$ cat config.mk
export PLATFORM = sky130hd
export DESIGN_NAME = lru_repl_ctrl_flat
export DESIGN_NICKNAME = d
export VERILOG_FILES = /design/src/rtl/lru_repl_ctrl_if.sv /design/src/rtl/lru_repl_ctrl.sv /design/src/flat_wrapper.sv
export SDC_FILE = /design/constraint.sdc
export NUM_CORES = 1
export LEC_CHECK = 0
export CORE_UTILIZATION = 40
export CTS_CLUSTER_DIAMETER = 60
export DETAILED_ROUTE_END_ITERATION = 12
export GPL_TIMING_DRIVEN = 1
export PLACE_DENSITY = 0.61
export RECOVER_POWER = 50
export SYNTH_ARGS = -nofsm -noshare
export SYNTH_HDL_FRONTEND = slang
export SYNTH_SLANG_ARGS = --single-unit
$ cat constraint.sdc
create_clock -name clk -period 5.8 [get_ports clk]
set_input_delay 0.58 -clock clk [delete_from_list [all_inputs] [get_ports clk]]
set_output_delay 0.58 -clock clk [all_outputs]
set_load 0.02 [all_outputs]
$ cat src/rtl/lru_repl_ctrl_if.sv
// Request/response bundle between the cache controller (master) and the LRU
// replacement controller (slave): touch, invalidate, victim request and response.
interface lru_repl_ctrl_if #(
  parameter int NUM_SETS = 4,
  parameter int NUM_WAYS = 4
);
  localparam int SET_W = $clog2(NUM_SETS);
  localparam int WAY_W = $clog2(NUM_WAYS);

  logic             touch_valid;
  logic [SET_W-1:0] touch_set;
  logic [WAY_W-1:0] touch_way;
  logic             inv_valid;
  logic [SET_W-1:0] inv_set;
  logic [WAY_W-1:0] inv_way;
  logic             vreq_valid;
  logic [SET_W-1:0] vreq_set;
  logic             vrsp_valid;
  logic [WAY_W-1:0] vrsp_way;
  logic             vrsp_was_valid;

  modport master (
    output touch_valid, touch_set, touch_way,
    output inv_valid, inv_set, inv_way,
    output vreq_valid, vreq_set,
    input  vrsp_valid, vrsp_way, vrsp_was_valid
  );

  modport slave (
    input  touch_valid, touch_set, touch_way,
    input  inv_valid, inv_set, inv_way,
    input  vreq_valid, vreq_set,
    output vrsp_valid, vrsp_way, vrsp_was_valid
  );
endinterface

$ cat src/rtl/lru_repl_ctrl.sv
// True-LRU replacement controller: per-set rank permutation plus line valid bits,
// with a registered victim-way response one cycle after each request.
module lru_repl_ctrl #(
  parameter  int NUM_SETS = 4,
  parameter  int NUM_WAYS = 4,
  localparam int SET_W    = $clog2(NUM_SETS),
  localparam int WAY_W    = $clog2(NUM_WAYS)
) (
  input  logic                         clk,
  input  logic                         reset_n,
  lru_repl_ctrl_if.slave               bus,
  input  logic                         flush,
  output logic [NUM_SETS*NUM_WAYS-1:0] valid_out,
  output logic [NUM_SETS-1:0]          set_full
);

  logic [NUM_SETS-1:0][NUM_WAYS-1:0][WAY_W-1:0] set_rank;
  logic [NUM_SETS-1:0][NUM_WAYS-1:0]            set_valid;

  for (genvar gi = 0; gi < NUM_SETS; gi++) begin : g_set
    logic [NUM_WAYS-1:0][WAY_W-1:0] rank_d, rank_q;
    logic [NUM_WAYS-1:0]            valid_d, valid_q;
    logic                           full_q;
    logic                           touch_hit, inv_hit;
    logic [WAY_W-1:0]               ref_rank;

    assign touch_hit = bus.touch_valid && (bus.touch_set == SET_W'(gi));
    assign inv_hit   = bus.inv_valid   && (bus.inv_set   == SET_W'(gi));

    // Touch is applied before invalidate so a same-way pair ends invalid at LRU.
    always_comb begin
      rank_d   = rank_q;
      valid_d  = valid_q;
      ref_rank = '0;
      if (touch_hit) begin
        ref_rank = rank_d[bus.touch_way];
        for (int w = 0; w < NUM_WAYS; w++) begin
          if (rank_d[w] < ref_rank) rank_d[w] = rank_d[w] + WAY_W'(1);
        end
        rank_d[bus.touch_way]  = '0;
        valid_d[bus.touch_way] = 1'b1;
      end
      if (inv_hit) begin
        ref_rank = rank_d[bus.inv_way];
        for (int w = 0; w < NUM_WAYS; w++) begin
          if (rank_d[w] > ref_rank) rank_d[w] = rank_d[w] - WAY_W'(1);
        end
        rank_d[bus.inv_way]  = WAY_W'(NUM_WAYS - 1);
        valid_d[bus.inv_way] = 1'b0;
      end
      if (flush) begin
        for (int w = 0; w < NUM_WAYS; w++) rank_d[w] = WAY_W'(w);
        valid_d = '0;
      end
    end

    always_ff @(posedge clk) begin
      if (!reset_n) begin
        for (int w = 0; w < NUM_WAYS; w++) rank_q[w] <= WAY_W'(w);
        valid_q <= '0;
        full_q  <= 1'b0;
      end else begin
        rank_q  <= rank_d;
        valid_q <= valid_d;
        full_q  <= &valid_d;
      end
    end

    assign set_rank[gi]  = rank_q;
    assign set_valid[gi] = valid_q;
    assign set_full[gi]  = full_q;
  end

  assign valid_out = set_valid;

  logic [NUM_WAYS-1:0][WAY_W-1:0] sel_rank;
  logic [NUM_WAYS-1:0]            sel_valid;
  logic [WAY_W-1:0]               vic_way;
  logic                           vic_inv;

  // Lowest-index invalid way wins; descending scan lets the lowest overwrite last.
  always_comb begin
    sel_rank  = set_rank[bus.vreq_set];
    sel_valid = set_valid[bus.vreq_set];
    vic_way   = '0;
    vic_inv   = 1'b0;
    for (int w = NUM_WAYS - 1; w >= 0; w--) begin
      if (!sel_valid[w]) begin
        vic_way = WAY_W'(w);
        vic_inv = 1'b1;
      end
    end
    if (!vic_inv) begin
      for (int w = 0; w < NUM_WAYS; w++) begin
        if (sel_rank[w] == WAY_W'(NUM_WAYS - 1)) vic_way = WAY_W'(w);
      end
    end
  end

  logic             vrsp_valid_d, vrsp_valid_q;
  logic [WAY_W-1:0] vrsp_way_d, vrsp_way_q;
  logic             vrsp_was_valid_d, vrsp_was_valid_q;

  always_comb begin
    vrsp_valid_d     = bus.vreq_valid;
    vrsp_way_d       = vrsp_way_q;
    vrsp_was_valid_d = vrsp_was_valid_q;
    if (bus.vreq_valid) begin
      vrsp_way_d       = vic_way;
      vrsp_was_valid_d = !vic_inv;
    end
  end

  always_ff @(posedge clk) begin
    if (!reset_n) begin
      vrsp_valid_q     <= 1'b0;
      vrsp_way_q       <= '0;
      vrsp_was_valid_q <= 1'b0;
    end else begin
      vrsp_valid_q     <= vrsp_valid_d;
      vrsp_way_q       <= vrsp_way_d;
      vrsp_was_valid_q <= vrsp_was_valid_d;
    end
  end

  assign bus.vrsp_valid     = vrsp_valid_q;
  assign bus.vrsp_way       = vrsp_way_q;
  assign bus.vrsp_was_valid = vrsp_was_valid_q;

endmodule

$ cat src/flat_wrapper.sv
// flat-port wrapper written by rule: the top's interface ports become plain ports
module lru_repl_ctrl_flat 
#(
  parameter  int NUM_SETS = 4,
  parameter  int NUM_WAYS = 4,
  localparam int SET_W    = $clog2(NUM_SETS),
  localparam int WAY_W    = $clog2(NUM_WAYS)
)
  (clk, reset_n, flush, valid_out, set_full, bus_touch_valid, bus_touch_set, bus_touch_way, bus_inv_valid, bus_inv_set, bus_inv_way, bus_vreq_valid, bus_vreq_set, bus_vrsp_valid, bus_vrsp_way, bus_vrsp_was_valid);
  lru_repl_ctrl_if #(.NUM_SETS(NUM_SETS), .NUM_WAYS(NUM_WAYS)) bus_i ();
  input  logic clk;
  input  logic reset_n;
  input  logic flush;
  output logic [NUM_SETS*NUM_WAYS-1:0] valid_out;
  output logic [NUM_SETS-1:0] set_full;
  input wire logic [$bits(bus_i.touch_valid)-1:0] bus_touch_valid;
  input wire logic [$bits(bus_i.touch_set)-1:0] bus_touch_set;
  input wire logic [$bits(bus_i.touch_way)-1:0] bus_touch_way;
  input wire logic [$bits(bus_i.inv_valid)-1:0] bus_inv_valid;
  input wire logic [$bits(bus_i.inv_set)-1:0] bus_inv_set;
  input wire logic [$bits(bus_i.inv_way)-1:0] bus_inv_way;
  input wire logic [$bits(bus_i.vreq_valid)-1:0] bus_vreq_valid;
  input wire logic [$bits(bus_i.vreq_set)-1:0] bus_vreq_set;
  output wire logic [$bits(bus_i.vrsp_valid)-1:0] bus_vrsp_valid;
  output wire logic [$bits(bus_i.vrsp_way)-1:0] bus_vrsp_way;
  output wire logic [$bits(bus_i.vrsp_was_valid)-1:0] bus_vrsp_was_valid;
  assign bus_i.touch_valid = bus_touch_valid;
  assign bus_i.touch_set = bus_touch_set;
  assign bus_i.touch_way = bus_touch_way;
  assign bus_i.inv_valid = bus_inv_valid;
  assign bus_i.inv_set = bus_inv_set;
  assign bus_i.inv_way = bus_inv_way;
  assign bus_i.vreq_valid = bus_vreq_valid;
  assign bus_i.vreq_set = bus_vreq_set;
  assign bus_vrsp_valid = bus_i.vrsp_valid;
  assign bus_vrsp_way = bus_i.vrsp_way;
  assign bus_vrsp_was_valid = bus_i.vrsp_was_valid;
  lru_repl_ctrl #(.NUM_SETS(NUM_SETS), .NUM_WAYS(NUM_WAYS)) u_core (.clk(clk), .reset_n(reset_n), .bus(bus_i), .flush(flush), .valid_out(valid_out), .set_full(set_full));
endmodule
# Yosys cells after proc, flatten, opt, wreduce, memory -nomap -nowiden
# Cells that the tools add are included.
# totals
register_bits	56
input_bits	16
output_inout_bits	24
wordCells	268
# op_classes
add_sub_neg	32
magnitude_cmp	37
eq_ne	10
muxes	125
bitwise_logic	19
n_reduce_logical	18
# ops
cell	n
two-way mux 2 bit	83
two-way mux 8 bit	9
two-way mux 4 bit	13
adder 2 x 1 -> 2 bit (second input constant)	16
AND 8 bit	4
binary-select mux 2 bit (select 2 bit)	8
> comparator 2 bit	16
less-than comparator 2 bit	16
OR 8 bit	4
subtractor 2 x 1 -> 2 bit (second input constant)	16
AND 4 bit	4
binary-select mux 8 bit (select 2 bit)	1
equality test 2 bit (second input constant)	8
OR 4 bit	4
AND reduction 4 bit	4
logical AND 1 bit	10
less-than comparator 2 x 3 -> 1 bit (second input constant)	3
binary-select mux 4 bit (select 2 bit)	1
demux 2 bit (select 2 bit)	2
NOT 8 bit	1
two-way mux 1 bit	6
demux 1 bit (select 2 bit)	2
equality test 2 x 1 -> 1 bit (second input constant)	2
greater-or-equal comparator 2 x 1 -> 1 bit (second input constant)	2
other kinds (5)	6

# Depth between registers and ports, before layout
# logic_depth
depth_word	14
depth_mapped	20
depth_no_buf	18

# Least setup slack after synthesis
# No wires, ideal clock.
# synth_timing
path_kind	input port to flip-flop
startpoint	in bus_touch_way[1]
endpoint	reg u_core.g_set[1].rank_q[1] (netlist bit)
setup_time_ns	0.132
arrival_time_ns	4.273
required_ns	5.668
path_slack_ns	1.395
cell_stages	18
path_buffers	2
cell_sequence	clkbuf_1 clkbuf_1 mux4_2 inv_1 ha_1 nor2_1 nand2_1 or4_1 o21ai_0 inv_1 mux4_2 ha_1 a21oi_1 a21oi_1 nand2_1 nor2b_1 xnor2_1 a21oi_1
# synth_via
elab_chain_len	14
elab_cells_between_ends	30
cone_classes	1 x add/sub; 7 x order compare; 18 x mux; 3 x bitwise; 1 x reduce/logical
# synth_lines
item	line_no	rtl
from (decl)	flat_wrapper.sv:18	input wire logic [$bits(bus_i.touch_way)-1:0] bus_touch_way;
binary-select mux 2 bit (select 2 bit), or another cell as far along	lru_repl_ctrl.sv:36	ref_rank = rank_d[bus.touch_way];
two-way mux 2 bit (implied by the code) / logical AND 1 bit (equally long branches)	lru_repl_ctrl.sv:36, lru_repl_ctrl.sv:40	
less-than comparator 2 bit / two-way mux 2 bit (equally long branches)	lru_repl_ctrl.sv:38, lru_repl_ctrl.sv:40	
two-way mux 2 bit / demux 2 bit (select 2 bit) (equally long branches)	--	
two-way mux 2 bit / NOT 8 bit (equally long branches)	--	
AND 8 bit (no line) (*)	--	
two-way mux 8 bit (*)	lru_repl_ctrl.sv:35	if (touch_hit) begin
binary-select mux 2 bit (select 2 bit)	lru_repl_ctrl.sv:44	ref_rank = rank_d[bus.inv_way];
two-way mux 2 bit (implied by the code)	lru_repl_ctrl.sv:44	
> comparator 2 bit	lru_repl_ctrl.sv:46	if (rank_d[w] > ref_rank) rank_d[w] = rank_d[w] - WAY_W'(1);
two-way mux 2 bit	lru_repl_ctrl.sv:46	
two-way mux 2 bit	lru_repl_ctrl.sv:43	if (inv_hit) begin
OR 8 bit (no line)	--	
two-way mux 8 bit (*)	lru_repl_ctrl.sv:43	
to (signal assigned)	lru_repl_ctrl.sv:63	rank_q <= rank_d;
to (decl)	lru_repl_ctrl.sv:21	logic [NUM_WAYS-1:0][WAY_W-1:0] rank_d, rank_q;
# Every way passes the cells marked *; elsewhere a longest branch is shown, timed or not. The select of a mux whose other input is x is not followed.
# A chain may end at the register's enable or synchronous reset.

# Worst setup path in the final report
# layout_timing
startpoint	in bus_touch_way[0]
endpoint	reg u_core.g_set[2].rank_q[3] (netlist bit)
# layout_via
elab_chain_len	14
elab_cells_between_ends	30
cone_classes	1 x add/sub; 7 x order compare; 18 x mux; 3 x bitwise; 1 x reduce/logical
# layout_lines
item	line_no
binary-select mux 2 bit (select 2 bit), or another cell as far along	lru_repl_ctrl.sv:36
two-way mux 2 bit (implied by the code) / logical AND 1 bit (equally long branches)	lru_repl_ctrl.sv:36, lru_repl_ctrl.sv:40
less-than comparator 2 bit / two-way mux 2 bit (equally long branches)	lru_repl_ctrl.sv:38, lru_repl_ctrl.sv:40
two-way mux 2 bit / demux 2 bit (select 2 bit) (equally long branches)	--
two-way mux 2 bit / NOT 8 bit (equally long branches)	--
AND 8 bit (no line) (*)	--
two-way mux 8 bit (*)	lru_repl_ctrl.sv:35
binary-select mux 2 bit (select 2 bit)	lru_repl_ctrl.sv:44
two-way mux 2 bit (implied by the code)	lru_repl_ctrl.sv:44
> comparator 2 bit	lru_repl_ctrl.sv:46
two-way mux 2 bit	lru_repl_ctrl.sv:46
two-way mux 2 bit	lru_repl_ctrl.sv:43
OR 8 bit (no line)	--
two-way mux 8 bit (*)	lru_repl_ctrl.sv:43
to (signal assigned)	lru_repl_ctrl.sv:63
to (decl)	lru_repl_ctrl.sv:21
# Marks and branches as above.

==> reports/qor.yml <==
grt_max_degree: 23
yosys.area.top_type: "dfxtp_1"
gp_congestion: 0.925
drt_iter0_markers: 332
hold_path.startpoint: "u_core.bus.vrsp_way[1]"
placed_area_sq_mm: 0.00533
syn_inst: 611
fin_cells: 775
finalWorstSetupSlack_ns: 1.22
ir_drop_v: 0.0000922
ys_ff_latch: 56
r2r_start: "u_core.g_set[2].rank_q[3]"
hpwlAfterDp_um: 10800
power_switching_mw: 0.337
async_flop_share_pct: 0
hold_end: "u_core.bus.vrsp_way[1]"
io_buffers: 39
dieArea_sq_mm: 0.0126
ff2ff_setup_slack_ns: 1.95
p_sw_share_pct: 32.7
drtPass1Iterations: 10
synth_commonest_cells: "a21oi_1, nand2_1, dfxtp_1"
slowest_delay_ns: 0.66
syn_area_sq_mm: 0.00486
nNetsFinal: 691
cts_setup_buffers: 0
grt_pass1_wl_um: 23200
grt_overflow: 0
hold_viol: 0
post-route-util_pct: 47.1
fmax_ghz: 0.218
p_clk_share_pct: 31.0
maxCapViolCount: 0
cts_tree: "built"
cp_cell_sequence: "clkdlybuf4s50_1 -> buf_4 -> mux4_2 -> inv_1 -> ha_1 -> or3b_2 -> nor3_1 -> a21oi_1 -> o21ai_0 -> mux4_2 -> inv_1 -> ha_1 -> a21oi_1 -> a21oi_1 -> nand2_1 -> nor2_1 -> xnor2_1 -> a21oi_1"
synth.most_common_cell: "a21oi_1"
p_seq_share_pct: 39.7
cp_common_cell: "a21oi_1"
cts_root_buf: "clkbuf_16"
ios: 40
fillers: 1162
die_h_um: 112
setup_viol: 0
rows: 39
drt_wl_total_um: 14300
p_comb_share_pct: 29.3
p_int_mw: 0.693
ys_seq_area_share_pct: 23.1
diodes: 0
crit_type: "in2reg"
period_needed_ns: 4.58
numCtsBuffers: 5
synth_top_cells_by_area: "dfxtp_1, ha_1, mux4_2, a21oi_1, nand2_1"
arrival_ns: 4.72
synth_nets: 671
cp_max_fo: 16
fp.coreArea_sq_mm: 0.0116
die_w_um: 112
synth_top_cell_area_share_pct: 23.1
final_area_sq_mm: 0.00548
hold_class: "reg2reg"
rsz0062_at_grt: "no"
dp_slack_ns: 0.958
synth-main-ff-cell: "dfxtp_1"
ctsResizeCount: 0
required_ns: 5.94
min_path_cells: 2
clk_latency_ns: 0.31
cts_buffer_depth: 2
vias: 4693
critical_path.slowest_cell: "clkdlybuf4s50_1"
slew_headroom_pct: 10.9
outcome: "finished with violations"
area_growth_pct: 12.7
synth_edf_count: 0
initial_utilization_pct: 41.8
tns_ns: 0
avgSynthCellArea_sq_um: 7.95
clock_sinks: 56
rr_worst_depth: 16
static-leakage-power_nw: 2.18
postCtsHoldBufs: 0
wire_per_inst_um: 18.4
via_per_inst: 6.06
ant_nets: 0
powerDensity_mw_per_mm2: 188
fin_skew_ns: 0.00521
ys_warn_count: 0
htree_levels: 2
reg2reg_to: "u_core.g_set[2].rank_q[3]"
route.detailed.drc: 4
grt_pass1_vias: 4529
critPathCaptureType: "flop"
cts.clk_slew.worst_paths_ns: 0.07
ys_types: 57
dp_cells: 767
timing.hold.ws_ns: 0.450
tightest_slew_ns: 1.34
drive_gt1_share_pct: 7.44
layout_worst_path_cycle_share_pct: 78.9
p_total_mw: 1.03
violations: "DRC"
antenna_found_initial: 0
finalMaxSlewViolations: 0
track_usage_pct: 23.5
startpoint_type: "input port"
logic make-up after synthesis:
family | count (synthesis) | share of synthesized area, %
buf+inv | 74 | 6.54
fa+ha+maj | 47 | 12.0
flops | 56 | 23.1
compound gates | 170 | 21.5
xor+xnor | 22 | 3.97
mux | 32 | 10.8
simple gates | 210 | 22.1
routing by layer:
metal  track usage [%]  wire length, um  part of all wire [%]
met1              31.5             6240                    44
met4              5.69              223                   1.6
met5                 0                0                     0
met3              4.64             1250                   8.8
met2              38.8             6560                    46
worst max path at each step:
stage / slack, ns / to / start / depth (start not counted)
2_1_floorplan: 1.39 / u_core.g_set[1].rank_q[1] / bus_touch_way[1] / 18
3_3_place_gp: 1.02 / u_core.g_set[2].rank_q[1] / bus_touch_way[0] / 18
3_5_place_dp: 0.96 / u_core.g_set[2].rank_q[3] / bus_touch_way[0] / 18
4_1_cts: 1.25 / u_core.g_set[2].rank_q[3] / bus_touch_way[0] / 18
5_1_grt: 0.89 / u_core.g_set[2].rank_q[7] / bus_touch_way[0] / 18
6_report: 1.22 / u_core.g_set[2].rank_q[3] / bus_touch_way[0] / 18
worst max-delay path, delay by kind of cell:
kind	cells	cell delay (ns)
buf+inv	4	1.18
simple gates	4	0.88
compound gates	5	0.71
mux	2	0.63
fa+ha+maj	2	0.57
xor+xnor	1	0.14
sequential cells by signal, summed over array words and instances (netlist names):
register                   count
u_core.bus.vrsp_was_valid      1
u_core.g_set.valid_q          16
u_core.g_set.rank_q           32
u_core.bus.vrsp_valid          1
u_core.bus.vrsp_way            2
u_core.g_set.full_q            4
power groups by stage:
stage	registers, mW	logic [mW]	clock network (mW)
4_1_cts	0.408	0.301	0.325
5_1_grt	0.411	0.339	0.341
3_5_place_dp	0.417	0.300	0
3_3_place_gp	0.417	0.288	0
2_1_floorplan	0.414	0.224	0
6_report	0.409	0.302	0.319
cell usage in the layout (no fill, tap or decap), drive strengths merged, types with 4 or more instances in the layout:
cell type,count
and3,4
dfxtp,56
nand2b,4
nand3b,5
xnor2,21
mux2i,11
and2,8
o21ai,42
mux2,5
nand2,64
a211oi,13
nor3,9
a31oi,7
clkdlybuf4s50,11
nand3,15
mux4,16
nor2b,20
ha,44
nor3b,16
buf,8
or3b,5
inv,39
nor2,48
o211ai,5
clkbuf,7
a32oi,10
a32o,5
a21oi,69
dlygate4sd3,28
final cells by class:
cell class / count / area [sq um] / share of cell area [%]
flip-flops and latches: 56 / 1120 / 20.5
clock inverters: 2 / 15.0 / 0.274
multi-input cells: 481 / 3420 / 62.5
clock buffers: 6 / 139 / 2.54
well taps: 143 / 179 / 3.27
repair buffers: 48 / 454 / 8.30
inverters: 39 / 146 / 2.67
Note: power is estimated with default switching activity, not from simulation.
